--- src/rtl/id_ex_stage.sv ---
// ID/EX pipeline register with load-use detection, flush and back-pressure.
// Keeps saturating counters of inserted bubbles and of flushes that hit a
// valid instruction.
//
// Handshake: the EX register takes a new instruction on a clock edge only when
// ex_ready=1 and flush_i=0. When that holds and there is no load-use hazard,
// decode advances. stall_o tells fetch/decode to hold the IF/ID register.
module id_ex_stage #(
    parameter int XLEN  = 32,
    parameter int CNT_W = 32
) (
    input  logic            clk,
    input  logic            rst_n,
    input  logic            id_valid,
    input  logic [XLEN-1:0] id_pc,
    input  logic [XLEN-1:0] id_rs1_data,
    input  logic [XLEN-1:0] id_rs2_data,
    input  logic [XLEN-1:0] id_imm,
    input  logic [4:0]      id_rs1,
    input  logic [4:0]      id_rs2,
    input  logic [4:0]      id_rd,
    input  logic [2:0]      id_funct3,
    input  logic            id_funct7b5,
    input  logic [2:0]      id_valid_reg,
    input  logic [1:0]      id_alu_op,
    input  logic [1:0]      id_reg_src,
    input  logic [6:0]      id_ctrl,
    input  logic            flush_i,
    input  logic            ex_ready,
    output logic            ex_valid,
    output logic [XLEN-1:0] ex_pc,
    output logic [XLEN-1:0] ex_rs1_data,
    output logic [XLEN-1:0] ex_rs2_data,
    output logic [XLEN-1:0] ex_imm,
    output logic [4:0]      ex_rs1,
    output logic [4:0]      ex_rs2,
    output logic [4:0]      ex_rd,
    output logic [2:0]      ex_funct3,
    output logic            ex_funct7b5,
    output logic [1:0]      ex_alu_op,
    output logic [1:0]      ex_reg_src,
    output logic [6:0]      ex_ctrl,
    output logic            stall_o,
    output logic [CNT_W-1:0] bubble_cnt,
    output logic [CNT_W-1:0] flush_cnt
);

    // Bit position of MemRead inside {ALUSrc,RegWrite,MemRead,MemWrite,Branch,Jump,ZeroOp}
    localparam int CTRL_MEMREAD = 4;
    localparam logic [CNT_W-1:0] CNT_MAX = {CNT_W{1'b1}};

    logic            valid_q, valid_d;
    logic [XLEN-1:0] pc_q, pc_d, rs1_data_q, rs1_data_d;
    logic [XLEN-1:0] rs2_data_q, rs2_data_d, imm_q, imm_d;
    logic [4:0]      rs1_q, rs1_d, rs2_q, rs2_d, rd_q, rd_d;
    logic [2:0]      funct3_q, funct3_d;
    logic            funct7b5_q, funct7b5_d;
    logic [1:0]      alu_op_q, alu_op_d, reg_src_q, reg_src_d;
    logic [6:0]      ctrl_q, ctrl_d;
    logic [CNT_W-1:0] bubble_cnt_q, bubble_cnt_d, flush_cnt_q, flush_cnt_d;
    logic            load_use;
    logic            rs1_hit, rs2_hit;

    // Hazard: the load in EX writes a register that the instruction in ID reads.
    always_comb begin
        rs1_hit  = id_valid_reg[1] && (id_rs1 == rd_q);
        rs2_hit  = id_valid_reg[2] && (id_rs2 == rd_q);
        load_use = valid_q && ctrl_q[CTRL_MEMREAD] && (rd_q != 5'd0) && id_valid
                   && (rs1_hit || rs2_hit);
        stall_o  = !flush_i && (load_use || !ex_ready);
    end

    // Next state of the EX register: flush beats back-pressure beats bubble beats load.
    always_comb begin
        valid_d    = valid_q;
        pc_d       = pc_q;
        rs1_data_d = rs1_data_q;
        rs2_data_d = rs2_data_q;
        imm_d      = imm_q;
        rs1_d      = rs1_q;
        rs2_d      = rs2_q;
        rd_d       = rd_q;
        funct3_d   = funct3_q;
        funct7b5_d = funct7b5_q;
        alu_op_d   = alu_op_q;
        reg_src_d  = reg_src_q;
        ctrl_d     = ctrl_q;
        if (flush_i || (ex_ready && load_use)) begin
            // Kill or bubble: only validity and control are cleared, data is left alone.
            valid_d   = 1'b0;
            ctrl_d    = 7'd0;
            alu_op_d  = 2'd0;
            reg_src_d = 2'd0;
        end else if (ex_ready) begin
            valid_d    = id_valid;
            pc_d       = id_pc;
            rs1_data_d = id_rs1_data;
            rs2_data_d = id_rs2_data;
            imm_d      = id_imm;
            rs1_d      = id_valid_reg[1] ? id_rs1 : 5'd0;
            rs2_d      = id_valid_reg[2] ? id_rs2 : 5'd0;
            rd_d       = id_valid_reg[0] ? id_rd  : 5'd0;
            funct3_d   = id_funct3;
            funct7b5_d = id_funct7b5;
            alu_op_d   = id_valid ? id_alu_op  : 2'd0;
            reg_src_d  = id_valid ? id_reg_src : 2'd0;
            ctrl_d     = id_valid ? id_ctrl    : 7'd0;
        end
    end

    // Saturating event counters.
    always_comb begin
        bubble_cnt_d = bubble_cnt_q;
        flush_cnt_d  = flush_cnt_q;
        if (flush_i && id_valid && (flush_cnt_q != CNT_MAX))
            flush_cnt_d = flush_cnt_q + CNT_W'(1);
        if (!flush_i && ex_ready && load_use && (bubble_cnt_q != CNT_MAX))
            bubble_cnt_d = bubble_cnt_q + CNT_W'(1);
    end

    // State registers with asynchronous clear.
    always_ff @(posedge clk or negedge rst_n) begin
        if (!rst_n) begin
            valid_q      <= 1'b0;
            pc_q         <= '0;
            rs1_data_q   <= '0;
            rs2_data_q   <= '0;
            imm_q        <= '0;
            rs1_q        <= 5'd0;
            rs2_q        <= 5'd0;
            rd_q         <= 5'd0;
            funct3_q     <= 3'd0;
            funct7b5_q   <= 1'b0;
            alu_op_q     <= 2'd0;
            reg_src_q    <= 2'd0;
            ctrl_q       <= 7'd0;
            bubble_cnt_q <= '0;
            flush_cnt_q  <= '0;
        end else begin
            valid_q      <= valid_d;
            pc_q         <= pc_d;
            rs1_data_q   <= rs1_data_d;
            rs2_data_q   <= rs2_data_d;
            imm_q        <= imm_d;
            rs1_q        <= rs1_d;
            rs2_q        <= rs2_d;
            rd_q         <= rd_d;
            funct3_q     <= funct3_d;
            funct7b5_q   <= funct7b5_d;
            alu_op_q     <= alu_op_d;
            reg_src_q    <= reg_src_d;
            ctrl_q       <= ctrl_d;
            bubble_cnt_q <= bubble_cnt_d;
            flush_cnt_q  <= flush_cnt_d;
        end
    end

    assign ex_valid    = valid_q;
    assign ex_pc       = pc_q;
    assign ex_rs1_data = rs1_data_q;
    assign ex_rs2_data = rs2_data_q;
    assign ex_imm      = imm_q;
    assign ex_rs1      = rs1_q;
    assign ex_rs2      = rs2_q;
    assign ex_rd       = rd_q;
    assign ex_funct3   = funct3_q;
    assign ex_funct7b5 = funct7b5_q;
    assign ex_alu_op   = alu_op_q;
    assign ex_reg_src  = reg_src_q;
    assign ex_ctrl     = ctrl_q;
    assign bubble_cnt  = bubble_cnt_q;
    assign flush_cnt   = flush_cnt_q;

endmodule

--- config.mk ---
export PLATFORM = sky130hd
export DESIGN_NAME = id_ex_stage
export DESIGN_NICKNAME = d
export VERILOG_FILES = /design/src/rtl/id_ex_stage.sv
export SDC_FILE = /design/constraint.sdc
export NUM_CORES = 1
export LEC_CHECK = 0
export CAP_MARGIN = 20
export CORE_UTILIZATION = 36
export DETAILED_ROUTE_END_ITERATION = 7
export GPL_TIMING_DRIVEN = 0
export PLACE_DENSITY = 0.72
export SLEW_MARGIN = 10
export SYNTH_ARGS = -nofsm -noshare
export SYNTH_HDL_FRONTEND = slang
export SYNTH_SLANG_ARGS = --single-unit
--- constraint.sdc ---
create_clock -name clk -period 6.1 [get_ports clk]
set_clock_uncertainty 0.2 [all_clocks]
set_input_delay 0.61 -clock clk [delete_from_list [all_inputs] [get_ports clk]]
set_output_delay 0.61 -clock clk [all_outputs]
set_load 0.02 [all_outputs]
==> results of run 1 <==
## per-layer routing
metal / vias to the layer above / part of all wire
li1: 3933 / -
met1: 3835 / 0.40
met2: 296 / 0.50
met3: 40 / 0.083
met4: 0 / 0.021
met5: - / 0
## final timing paths
| kind | slack [ns] | endpoint | start |
|---|---|---|---|
| min reg2reg | 0.27 | ex_pc[18] | ex_pc[18] |
| min | 0.27 | ex_pc[18] | ex_pc[18] |
| min in group asynchronous | 0.32 | ex_rs2[1] | rst_n |
| max in group asynchronous | 4.61 | ex_rs1_data[22] | rst_n |
| max reg2reg | 3.68 | ex_rs1_data[21] | ex_rd[0] |
| max | 2.58 | stall_o | id_rs1[1] |
## cells in the final DEF, fill, tap and decap left out, drive strengths merged, types with 2 or more instances in the layout
| cell | synthesis | routed |
|---|---|---|
| nand2 | 457 | 457 |
| clkdlybuf4s50 | 0 | 388 |
| dfrtp | 223 | 223 |
| clkbuf | 1 | 40 |
| buf | 34 | 37 |
| nand3 | 36 | 36 |
| xnor2 | 35 | 35 |
| xor2 | 34 | 34 |
| nor2 | 31 | 31 |
| nor3 | 21 | 21 |
| nand4 | 18 | 18 |
| a22o | 11 | 11 |
| o21ai | 11 | 11 |
| nor4 | 10 | 10 |
| inv | 9 | 9 |
| and3 | 6 | 6 |
| a21oi | 6 | 6 |
| and4 | 3 | 3 |
| and2 | 3 | 3 |
| diode | 0 | 2 |
| a21o | 2 | 2 |
| or3 | 2 | 2 |
| or2 | 2 | 2 |
| ha | 2 | 2 |
| mux2 | 2 | 2 |
| clkinv | 0 | 2 |
## worst register-to-register path, delay by kind of cell, from the launching register on
kind / cells / cell delay [ns]
compound gates: 1 / 0.24
buf+inv: 2 / 0.46
flops: 1 / 0.46
simple gates: 5 / 1.01
## flip-flops by register name (all words and copies together) (netlist names)
| signal | flops |
|---|---|
| bubble_cnt | 32 |
| ex_alu_op | 2 |
| ex_ctrl | 7 |
| ex_funct3 | 3 |
| ex_funct7b5 | 1 |
| ex_imm | 32 |
| ex_pc | 32 |
| ex_rd | 5 |
| ex_reg_src | 2 |
| ex_rs1 | 5 |
| ex_rs1_data | 32 |
| ex_rs2 | 5 |
| ex_rs2_data | 32 |
| ex_valid | 1 |
| flush_cnt | 32 |
## cell type report
cell class,instances,share of cell area
plain buffers,35,0.02556
flip-flops and latches,223,0.3851
clock inverters,2,0.0009497
multi-input cells,699,0.2321
well taps,330,0.02849
diodes,2,0.0003454
inverters,9,0.002331
clock buffers,39,0.05163
repair buffers,392,0.2735
## metrics by stage
stage | util | setup WS (ns) | hold WS (ns) | instance area [µm²]
5_1_grt | 0.5722 | 2.441 | 0.2886 | 14490
6_report | 0.5722 | 2.579 | 0.2711 | 14490
3_5_place_dp | 0.5415 | 2.554 | 0.2491 | 13710
4_1_cts | 0.5720 | 2.540 | 0.2757 | 14490
3_3_place_gp | 0.5391 | -5.432 | 0.2559 | 13650
2_1_floorplan | - | 3.679 | 0.1144 | 9348
## cells by family (layout without fill, tap and decap cells)
logic type      after synthesis  in the layout
simple gates                592            592
flops                       223            223
xor+xnor                     69             69
buf+inv                      44            477
compound gates               34             34
fa+ha+maj                     2              2
mux                           2              2
other cells                   0              2
## power by group
group	total, mW	switching (mW)	internal (mW)
registers	1.72	0.101	1.62
clock network	1.42	0.588	0.833
logic	0.863	0.433	0.430
total	4.01	1.12	2.88
==> metrics.csv, run 1 <==
stage;metric;value;unit
floorplan;die width;163.1;µm
clocking;Clock Sinks;223;
yosys;cells after synthesis;966;
placed_design;gp weighted congestion;0.8281;
placed_design;IO buf count;389;
critical_path;critical path data required time;5.29;ns
clocking;CTS Buffer Depth;3;
timing;fin crit period;3.521;ns
global_routing;grt ovf;0;
global_routing;largest net degree at the start of global routing;106;
drt;DR WL/cell;16.73;µm
floorplan;CORE AREA;25330;µm²
cells_and_area;Area Overhead vs Synth;55.03;%
drt;Vias/cell;4.682;
cells_and_area;multi-input logic area;3363;µm²
yosys;adder-cell share of the synthesized area;0.002677;
floorplan;DIE AREA;26610;µm²
critical_path;crit path capture type;primary output;
cells_and_area;filler cell count;2230;
cells_and_area;layout cells sized above 1;0.06290;
critical_path;Reg2Reg Depth;8;
yosys;number of synthesized flops with an enable pin;0;
floorplan;Initial Util;0.3691;
timing;Least-Margin Pin Slew;0.7097;ns
placed_design;DP HPWL;21.44;mm
placed_design;Placed Instances;1687;
drt;Pre-Repair DR Iteration Count;4;
clocking;Worst-Skew Late Latency;0.51;ns
pwr;P_leak;6.813;nW
yosys;xor/xnor share of the synthesized area;0.06465;
critical_path;Worst Path Class, Setup;in2out;
clocking;level count of the clock H-tree;1;
timing;Final Hold Violating Endpoints;0;
global_routing;vias in the first global route;8217;
yosys;Seq/Total Area, Yosys;0.5970;
critical_path;crit-path leading delay family;buffers and inverters;
clocking;setup bufs post-CTS;0;
critical_path;CP Launch Type;input port;
cells_and_area;Storage cell area;5580;µm²
timing;final setup fails;0;
yosys;largest area contributor in the netlist;dfrtp_1;
global_routing;first-pass GRT wire length;44.63;mm
global_routing;GRT Max-Usage Layer;met2;
timing;relative slew slack;0.5232;
critical_path;Cell Chain, Critical Path;clkdlybuf4s50_1, xnor2_1, nand4_1, o22ai_2, nand2_1, a21oi_1, clkdlybuf4s50_1;
timing;Max Slew Vio Count;0;
clocking;Worst-path clk slew;0.05;ns
yosys;async set-reset flop share out of synthesis;1.000;
job;Max-cap violations;0;
yosys;largest family of logic cells by synthesized area;simple AND/OR/NAND/NOR gates;
pwr;Max IR drop VDD;0.1909;mV
critical_path;crit path max fanout;7;
yosys;Synth Cell Area;9348;µm²
critical_path;CP bufs+invs;2;
timing;fin crit share;0.5771;
clocking;total CTS buffers;25;
yosys;post-synthesis compound-gate area fraction;0.02543;
yosys;Avg Cell Area, Syn;9.677;µm²
critical_path;critical path's most frequent cell;clkdlybuf4s50_1;
worst_hold_path;worst hold path depth;2;
yosys;Yosys top cell area share;0.5970;
global_routing;GR Util met2;0.3798;
global_routing;antenna violations before repair;2;
yosys;synthesis-stage register bit count;223;
floorplan;die height;163.1;µm
clocking;CTS tree;done;
yosys;top cells by count, synth;nand2_1, dfrtp_1, nand3_1, xnor2_1, xor2_1;
run_status;status;complete, no violations;
yosys;synth warn;0;
yosys;syn nets;1134;
drt;via count;8104;
floorplan;IO Pins;390;
pwr;total chip power;4.007;mW
worst_hold_path;Hold Path Class;reg2reg;
global_routing;met3 usage;0.05485;
clocking;CTS resizes;0;
yosys;top post-synthesis cells by area;dfrtp_1, nand2_1, buf_6, xnor2_1, xor2_1;
global_routing;met1 Usage GRT;0.2574;
yosys;Post-Synth Simple-Gate Area;0.2646;
yosys;Cell variety after synth;41;
clocking;CTS Hold Bufs;1;
cells_and_area;Layout Cells excl Fill;1731;
drt;drt drc;0;
timing;Setup TNS Final;0;ns
timing;unrepaired setup endpoints after global routing;no;
pwr;Cell Pwr Density;276.5;nW/µm²
critical_path;crit-path max cell delay;0.67;ns
drt;Post-DRT Antenna Nets;0;
yosys;post-synthesis mux area share;0.002409;
yosys;most numerous cell in the Yosys netlist;nand2_1;
timing;Peak Freq;284.0;MHz
critical_path;Crit path depth;7;
drt;initial detailed-routing violation count;418;
floorplan;row count;58;
drt;total wire length;28.97;mm
critical_path;Worst Path Arrival;2.71;ns
global_routing;gr usage total;0.2155;
critical_path;crit path max-delay cell type;clkdlybuf4s50_1;
cells_and_area;fin nets;1553;
clocking;Root Driver;clkbuf_16;
yosys;top_reg_cell synth;dfrtp_1;
Note: power is estimated with default switching activity, not from simulation.
==> run 2, diff against run 1 <==
--- a/config.mk
+++ b/config.mk
@@ -9,7 +9,7 @@
 export CORE_UTILIZATION = 36
 export DETAILED_ROUTE_END_ITERATION = 7
 export GPL_TIMING_DRIVEN = 0
-export PLACE_DENSITY = 0.72
+export PLACE_DENSITY = 0.75
 export SLEW_MARGIN = 10
 export SYNTH_ARGS = -nofsm -noshare
 export SYNTH_HDL_FRONTEND = slang
==> constraint.sdc (replaced) <==
create_clock -name clk -period 3.2 [get_ports clk]
set_clock_uncertainty 0.2 [all_clocks]
set_input_delay 0.32 -clock clk [delete_from_list [all_inputs] [get_ports clk]]
set_output_delay 0.32 -clock clk [all_outputs]
set_load 0.02 [all_outputs]
==> run 2 against run 1 <==
  * Global-route usage shrank 0.77 points
  * Highest routed layer unchanged
  * Die area is the same
  * Clock power grew 100%
  * First-iteration DRC count shrank 2.6%
==> metrics.csv, run 2 (synthesized netlist as in run 1, its figures left out) <==
stage;metric;value;unit;change
run_status;status;complete, no violations;;
timing;fin worst setup slack;0.2116;ns;-2.368 ns
worst_hold_path;Hold Path Class;in2reg;;
timing;final setup fails;0;;unchanged
floorplan;DIE AREA;26610;µm²;unchanged
cells_and_area;Area Overhead vs Synth;55.91;%;
clocking;Worst-Skew Late Latency;0.52;ns;about the same
worst_hold_path;Hold Path End;ex_imm[26];;
clocking;Worst-path clk slew;0.06;ns;about the same
critical_path;Worst Path Arrival;2.47;ns;-0.24 ns
drt;Pre-Repair DR Iteration Count;5;;+1
critical_path;crit path max fanout;5;;-2
critical_path;Reg2Reg Depth;8;;unchanged
cells_and_area;layout cells sized above 1;0.06833;;+0.005425
critical_path;crit path capture type;primary output;;
critical_path;Reg2Reg Setup Slack;0.78;ns;-2.90 ns
timing;unrepaired setup endpoints after global routing;no;;
placed_design;Placed Instances;1687;;unchanged
global_routing;grt ovf;0;;unchanged
pwr;P_leak;6.858;nW;+0.66%
timing;Peak Freq;334.6;MHz;
timing;fin crit period;2.988;ns;
job;Max-cap violations;0;;unchanged
timing;fin crit share;0.9339;;
placed_design;IO buf count;389;;unchanged
critical_path;Worst Path Class, Setup;reg2out;;
clocking;Root Driver;clkbuf_16;;
timing;Max Slew Vio Count;0;;unchanged
worst_hold_path;hold path start;id_imm[26];;
global_routing;vias in the first global route;8279;;+0.75%
global_routing;antenna violations before repair;0;;-2
pwr;Max IR drop VDD;0.3933;mV;+110%
drt;total wire length;27.90;mm;-3.7%
drt;drt drc;0;;unchanged
critical_path;CP Launch Type;flip-flop;;
floorplan;die width;163.1;µm;unchanged
pwr;Comb pwr share;0.212;;-0.003
critical_path;FF-to-FF Start;ex_rd[0];;
pwr;P_sw;2.161;mW;+93%
global_routing;largest net degree at the start of global routing;110;;+3.8%
pwr;Cell Pwr Density;533.2;nW/µm²;+93%
cells_and_area;commonest non-fill, non-tap cell in the layout;nand2_1;;
critical_path;worst r2r dst;ex_rs1_data[19];;
clocking;level count of the clock H-tree;1;;unchanged
global_routing;gr usage total;0.2079;;-0.007679
pwr;Sequential Power Share;0.422;;-0.008
pwr;Switching Share;0.2781;;-0.002004
drt;DR WL/cell;16.08;µm;-3.9%
floorplan;row count;58;;unchanged
global_routing;first-pass GRT wire length;43.57;mm;-2.4%
clocking;CTS Buffer Depth;3;;unchanged
worst_hold_path;worst hold path depth;3;;+1
floorplan;IO Pins;390;;unchanged
placed_design;DP HPWL;20.73;mm;-3.3%
timing;Final Hold Violating Endpoints;0;;unchanged
floorplan;Initial Util;0.3691;;unchanged
cells_and_area;antenna cell count;0;;-2
critical_path;critical path data required time;2.68;ns;-2.61 ns
drt;via count;8127;;+0.28%
pwr;Int Pwr;5.609;mW;+94%
timing;Least-Margin Pin Slew;0.7034;ns;-0.006263 ns
floorplan;CORE AREA;25330;µm²;unchanged
cells_and_area;most frequent cells in the layout;nand2_1, clkdlybuf4s50_1, dfrtp_1;;
placed_design;gp weighted congestion;0.8123;;-1.9%
drt;initial detailed-routing violation count;407;;-2.6%
cells_and_area;fin nets;1556;;+0.19%
clocking;Clock Sinks;223;;unchanged
pwr;Clock power frac;0.365;;+0.010
cells_and_area;Layout Cells excl Fill;1735;;+0.23%
drt;Vias/cell;4.684;;about the same
clocking;total CTS buffers;25;;unchanged
drt;Post-DRT Antenna Nets;0;;unchanged
floorplan;die height;163.1;µm;unchanged
clocking;CTS tree;done;;
placed_design;Place WS;0.2326;ns;-2.321 ns
timing;relative slew slack;0.5274;;+0.004208
## run 2: cell types whose count changed in the layout (fill, tap and decap cells not counted)
cell	before	now
o22ai_4	0	1
clkinv_4	1	0
o22ai_2	1	0
diode_2	2	0
inv_6	0	1
clkinv_2	1	4
clkinvlp_4	0	1
clkbuf_8	7	8
dlygate4sd3_1	1	2
buf_4	1	3
bufinv_16	0	1
clkbuf_1	8	5
## run 2: repair_timing
item | 4_1_cts | 5_1_grt
buffers inserted | 0 | 2
endpoints found under the setup margin | 0 | 1
hold buffers | 2 | 0
gates resized for setup | 0 | 1
hold endpoints to repair | 223 | 0
## run 2: area by class of cell
cell class | count | area [µm²]
tap | 330 | 412.9
multi-input combinational | 699 | 3371
fill | 2155 | 10750
buffer | 35 | 370.4
timing repair buffer | 395 | 3989
clock buffer | 37 | 750.7
inverter | 9 | 33.78
sequential | 223 | 5580
clock inverter | 7 | 66.31
## run 2: layer usage
| layer | global-route usage | part of all wire | vias up |
|---|---|---|---|
| li1 | - | - | 3939 |
| met1 | 0.2392 | 0.40 | 3835 |
| met5 | 0 | 0 | - |
| met3 | 0.05815 | 0.081 | 49 |
| met4 | 0.06882 | 0.027 | 0 |
| met2 | 0.3690 | 0.50 | 304 |
## run 2: through the flow
step / hold WS (ns) / area [µm²] / total power, mW / utilization / TNS (ns)
5_1_grt: 0.1119 / 14570 / 8.115 / 0.5754 / 0
6_report: 0.1268 / 14570 / 7.770 / 0.5754 / 0
3_5_place_dp: -0.07522 / 13710 / 4.987 / 0.5415 / 0
4_1_cts: 0.1022 / 14550 / 7.850 / 0.5745 / 0
3_3_place_gp: 0.2574 / 13650 / 4.941 / 0.5391 / -1749.97
2_1_floorplan: -0.1756 / 9348 / 3.997 / - / 0
## run 2: how the worst max path moves through the flow
| stage | startpoint | end | slack, ns | cells past startpoint |
|---|---|---|---|---|
| final | ex_rd[0] | stall_o | 0.21 | 6 |
| after global routing | ex_rd[3] | stall_o | 0.08 | 6 |
| after CTS | ex_rd[1] | stall_o | 0.03 | 6 |
| after detailed placement | id_rs1[2] | stall_o | 0.23 | 7 |
| after global placement | rst_n | ex_imm[17] | -7.88 | 1 |
| after floorplan | bubble_cnt[9] | bubble_cnt[1] | 1.0 | 6 |
## run 2: worst max-delay path, cell delays in order (launching register included)
cell and delay, ns:
dfrtp_1 0.46, or4_1 0.56, nor2_2 0.14, nor2_1 0.10
nand2_1 0.07, a21oi_1 0.06, clkdlybuf4s50_1 0.57
## run 2: power groups by stage
stage               clock [mW]  combinational, mW  sequential (mW)
floorplan                    0              0.354             3.64
global placement             0               1.62             3.32
detailed placement           0               1.66             3.33
CTS                       2.90               1.67             3.28
global route              3.03               1.78             3.31
finish                    2.84               1.65             3.28
==> run 3, diff against run 2 <==
--- a/config.mk
+++ b/config.mk
@@ -6,10 +6,12 @@
 export NUM_CORES = 1
 export LEC_CHECK = 0
 export CAP_MARGIN = 20
+export CORE_ASPECT_RATIO = 0.5
 export CORE_UTILIZATION = 36
 export DETAILED_ROUTE_END_ITERATION = 7
 export GPL_TIMING_DRIVEN = 0
 export PLACE_DENSITY = 0.75
+export SKIP_LAST_GASP = 1
 export SLEW_MARGIN = 10
 export SYNTH_ARGS = -nofsm -noshare
 export SYNTH_HDL_FRONTEND = slang
==> run 3 against run 2 <==
  * Core utilization down 0.25 points
  * Hold slack gained 0.015 ns
  * Total power down 0.49%
  * Sequential power about the same
  * First-iteration DRC count up 38%
  * Flip-flop and latch count is the same
==> metrics.csv, run 3 (synthesized netlist as in run 1, its figures left out) <==
stage;metric;value;unit;change
run_status;status;complete, no violations;;
worst_hold_path;Hold Path End;ex_rs2_data[16];;
clocking;Worst-path clk slew;0.06;ns;about the same
critical_path;Worst Path Class, Setup;reg2out;;
critical_path;Reg2Reg Depth;6;;-2
drt;total wire length;30.31;mm;+8.7%
critical_path;crit path capture type;primary output;;
floorplan;DIE AREA;26650;µm²;+0.15%
worst_hold_path;Hold Path Class;in2reg;;
placed_design;gp weighted congestion;0.8825;;+8.6%
global_routing;largest net degree at the start of global routing;88;;-20%
floorplan;row count;41;;-29%
floorplan;IO Pins;390;;unchanged
floorplan;CORE AREA;25340;µm²;about the same
timing;Least-Margin Pin Slew;0.6851;ns;-0.01836 ns
timing;Peak Freq;339.8;MHz;+1.6%
clocking;Clock Sinks;223;;unchanged
critical_path;crit-path max cell delay;0.48;ns;-0.09 ns
drt;Vias/cell;4.762;;+1.7%
drt;DR WL/cell;17.40;µm;+8.2%
critical_path;crit path max-delay cell type;dfrtp_1;;
critical_path;CP Launch Type;flip-flop;;
clocking;setup bufs post-CTS;0;;unchanged
clocking;level count of the clock H-tree;1;;unchanged
timing;fin crit share;0.9195;;-0.01433
cells_and_area;antenna cell count;0;;unchanged
cells_and_area;multi-input logic area;3371;µm²;unchanged
pwr;Max IR drop VDD;0.3733;mV;-5.1%
cells_and_area;commonest non-fill, non-tap cell in the layout;nand2_1;;
critical_path;Worst Path Arrival;2.42;ns;-0.05 ns
placed_design;Placed Instances;1701;;+0.83%
drt;Pre-Repair DR Iteration Count;6;;+1
critical_path;crit path max fanout;7;;+2
clocking;CTS tree;done;;
critical_path;Reg2Reg Setup Slack;0.79;ns;about the same
cells_and_area;Area Overhead vs Synth;55.33;%;
global_routing;grt ovf;0;;unchanged
drt;Post-DRT Antenna Nets;0;;unchanged
placed_design;IO buf count;389;;unchanged
pwr;P_leak;6.822;nW;-0.53%
clocking;total CTS buffers;23;;-8.0%
timing;fin worst setup slack;0.2575;ns;+0.04585 ns
drt;via count;8295;;+2.1%
floorplan;die width;229.9;µm;+41%
clocking;Worst-Skew Late Latency;0.50;ns;-0.02 ns
cells_and_area;Storage cell area;5580;µm²;unchanged
cells_and_area;Layout Cells excl Fill;1742;;+0.40%
critical_path;FF-to-FF Start;bubble_cnt[9];;
timing;final setup fails;0;;unchanged
job;Max-cap violations;0;;unchanged
cells_and_area;most frequent cells in the layout;nand2_1, clkdlybuf4s50_1, dfrtp_1;;
drt;drt drc;0;;unchanged
clocking;Root Driver;clkbuf_16;;
timing;Hold Slack;0.1415;ns;+0.01465 ns
timing;Setup TNS Final;0;ns;unchanged
pwr;total chip power;7.732;mW;-0.49%
critical_path;critical path data required time;2.68;ns;about the same
floorplan;die height;115.9;µm;-29%
critical_path;Cell Chain, Critical Path;xnor2_1, nand4_1, o22ai_4, nand2_1, a21oi_1, dlygate4sd2_1;;
timing;fin crit period;2.943;ns;-0.04585 ns
timing;Max Slew Vio Count;0;;unchanged
cells_and_area;filler cell count;2185;;+1.4%
timing;Final Hold Violating Endpoints;0;;unchanged
cells_and_area;layout cells sized above 1;0.06295;;-0.005380
global_routing;antenna violations before repair;0;;unchanged
global_routing;first-pass GRT wire length;45.02;mm;+3.3%
timing;relative slew slack;0.5433;;+0.01585
placed_design;DP HPWL;23.44;mm;+13%
critical_path;worst r2r dst;bubble_cnt[1];;
floorplan;Initial Util;0.3689;;about the same
clocking;CTS Buffer Depth;3;;unchanged
worst_hold_path;worst hold path depth;3;;unchanged
critical_path;CP bufs+invs;1;;unchanged
critical_path;crit-path leading delay family;compound AO/OA/AOI/OAI gates;;
global_routing;gr usage total;0.2161;;+0.008273
worst_hold_path;hold path start;id_rs2_data[16];;
placed_design;Place WS;0.1241;ns;-0.1086 ns
drt;initial detailed-routing violation count;560;;+38%
global_routing;vias in the first global route;7956;;-3.9%
timing;unrepaired setup endpoints after global routing;no;;
cells_and_area;fin nets;1551;;-0.32%
pwr;Cell Pwr Density;532.5;nW/µm²;-0.13%
==> run 3: area by class of cell <==
class | instances | area share
sequential | 223 | 0.3843
timing repair buffer | 392 | 0.2729
multi-input combinational | 699 | 0.2321
clock buffer | 34 | 0.04593
tap | 344 | 0.02964
buffer | 35 | 0.02551
clock inverter | 6 | 0.007238
inverter | 9 | 0.002327
==> run 3: through the flow <==
| step | cell area (µm²) | utilization |
|---|---|---|
| 2_1_floorplan | 9348 | - |
| 3_3_place_gp | 13670 | 0.5395 |
| 3_5_place_dp | 13730 | 0.5419 |
| 4_1_cts | 14520 | 0.5730 |
| 5_1_grt | 14520 | 0.5730 |
| 6_report | 14520 | 0.5730 |
==> run 3: power breakdown <==
part	switching (mW)	leakage, nW	internal [mW]
Sequential	0.198	2.85	3.09
Clock	1.10	0.381	1.68
Combinational	0.850	3.59	0.821
==> run 3: how the worst max path moves through the flow <==
| stage | cells past startpoint | to | from | slack [ns] |
|---|---|---|---|---|
| floorplan | 6 | bubble_cnt[1] | bubble_cnt[9] | 1.0 |
| global placement | 1 | ex_pc[12] | rst_n | -7.60 |
| detailed placement | 7 | stall_o | id_rs1[1] | 0.12 |
| CTS | 6 | stall_o | ex_rd[1] | 0.22 |
| global route | 6 | stall_o | ex_rd[1] | 0.06 |
| finish | 6 | stall_o | ex_rd[1] | 0.26 |
==> run 3: worst reg2reg max path: cells and delay by family, from the launching register on <==
kind,cells,cell delay [ns]
simple gates,4,1.12
buf+inv,1,0.18
mux,1,0.34
flops,1,0.44
==> run 3: timing repair <==
item / 4_1_cts / 5_1_grt
hold buffers: 1 / 0
endpoints found under the hold margin: 85 / 0
setup endpoints to repair: 1 / 0
gates resized for setup: 2 / 0
==> run 3: layer usage <==
layer | up-vias | global-route usage | share of wire
met2 | 231 | 0.3727 | 0.50
met3 | 66 | 0.03863 | 0.046
li1 | 3922 | - | -
met1 | 4076 | 0.2801 | 0.42
met4 | 0 | 0.06623 | 0.032
met5 | - | 0 | 0
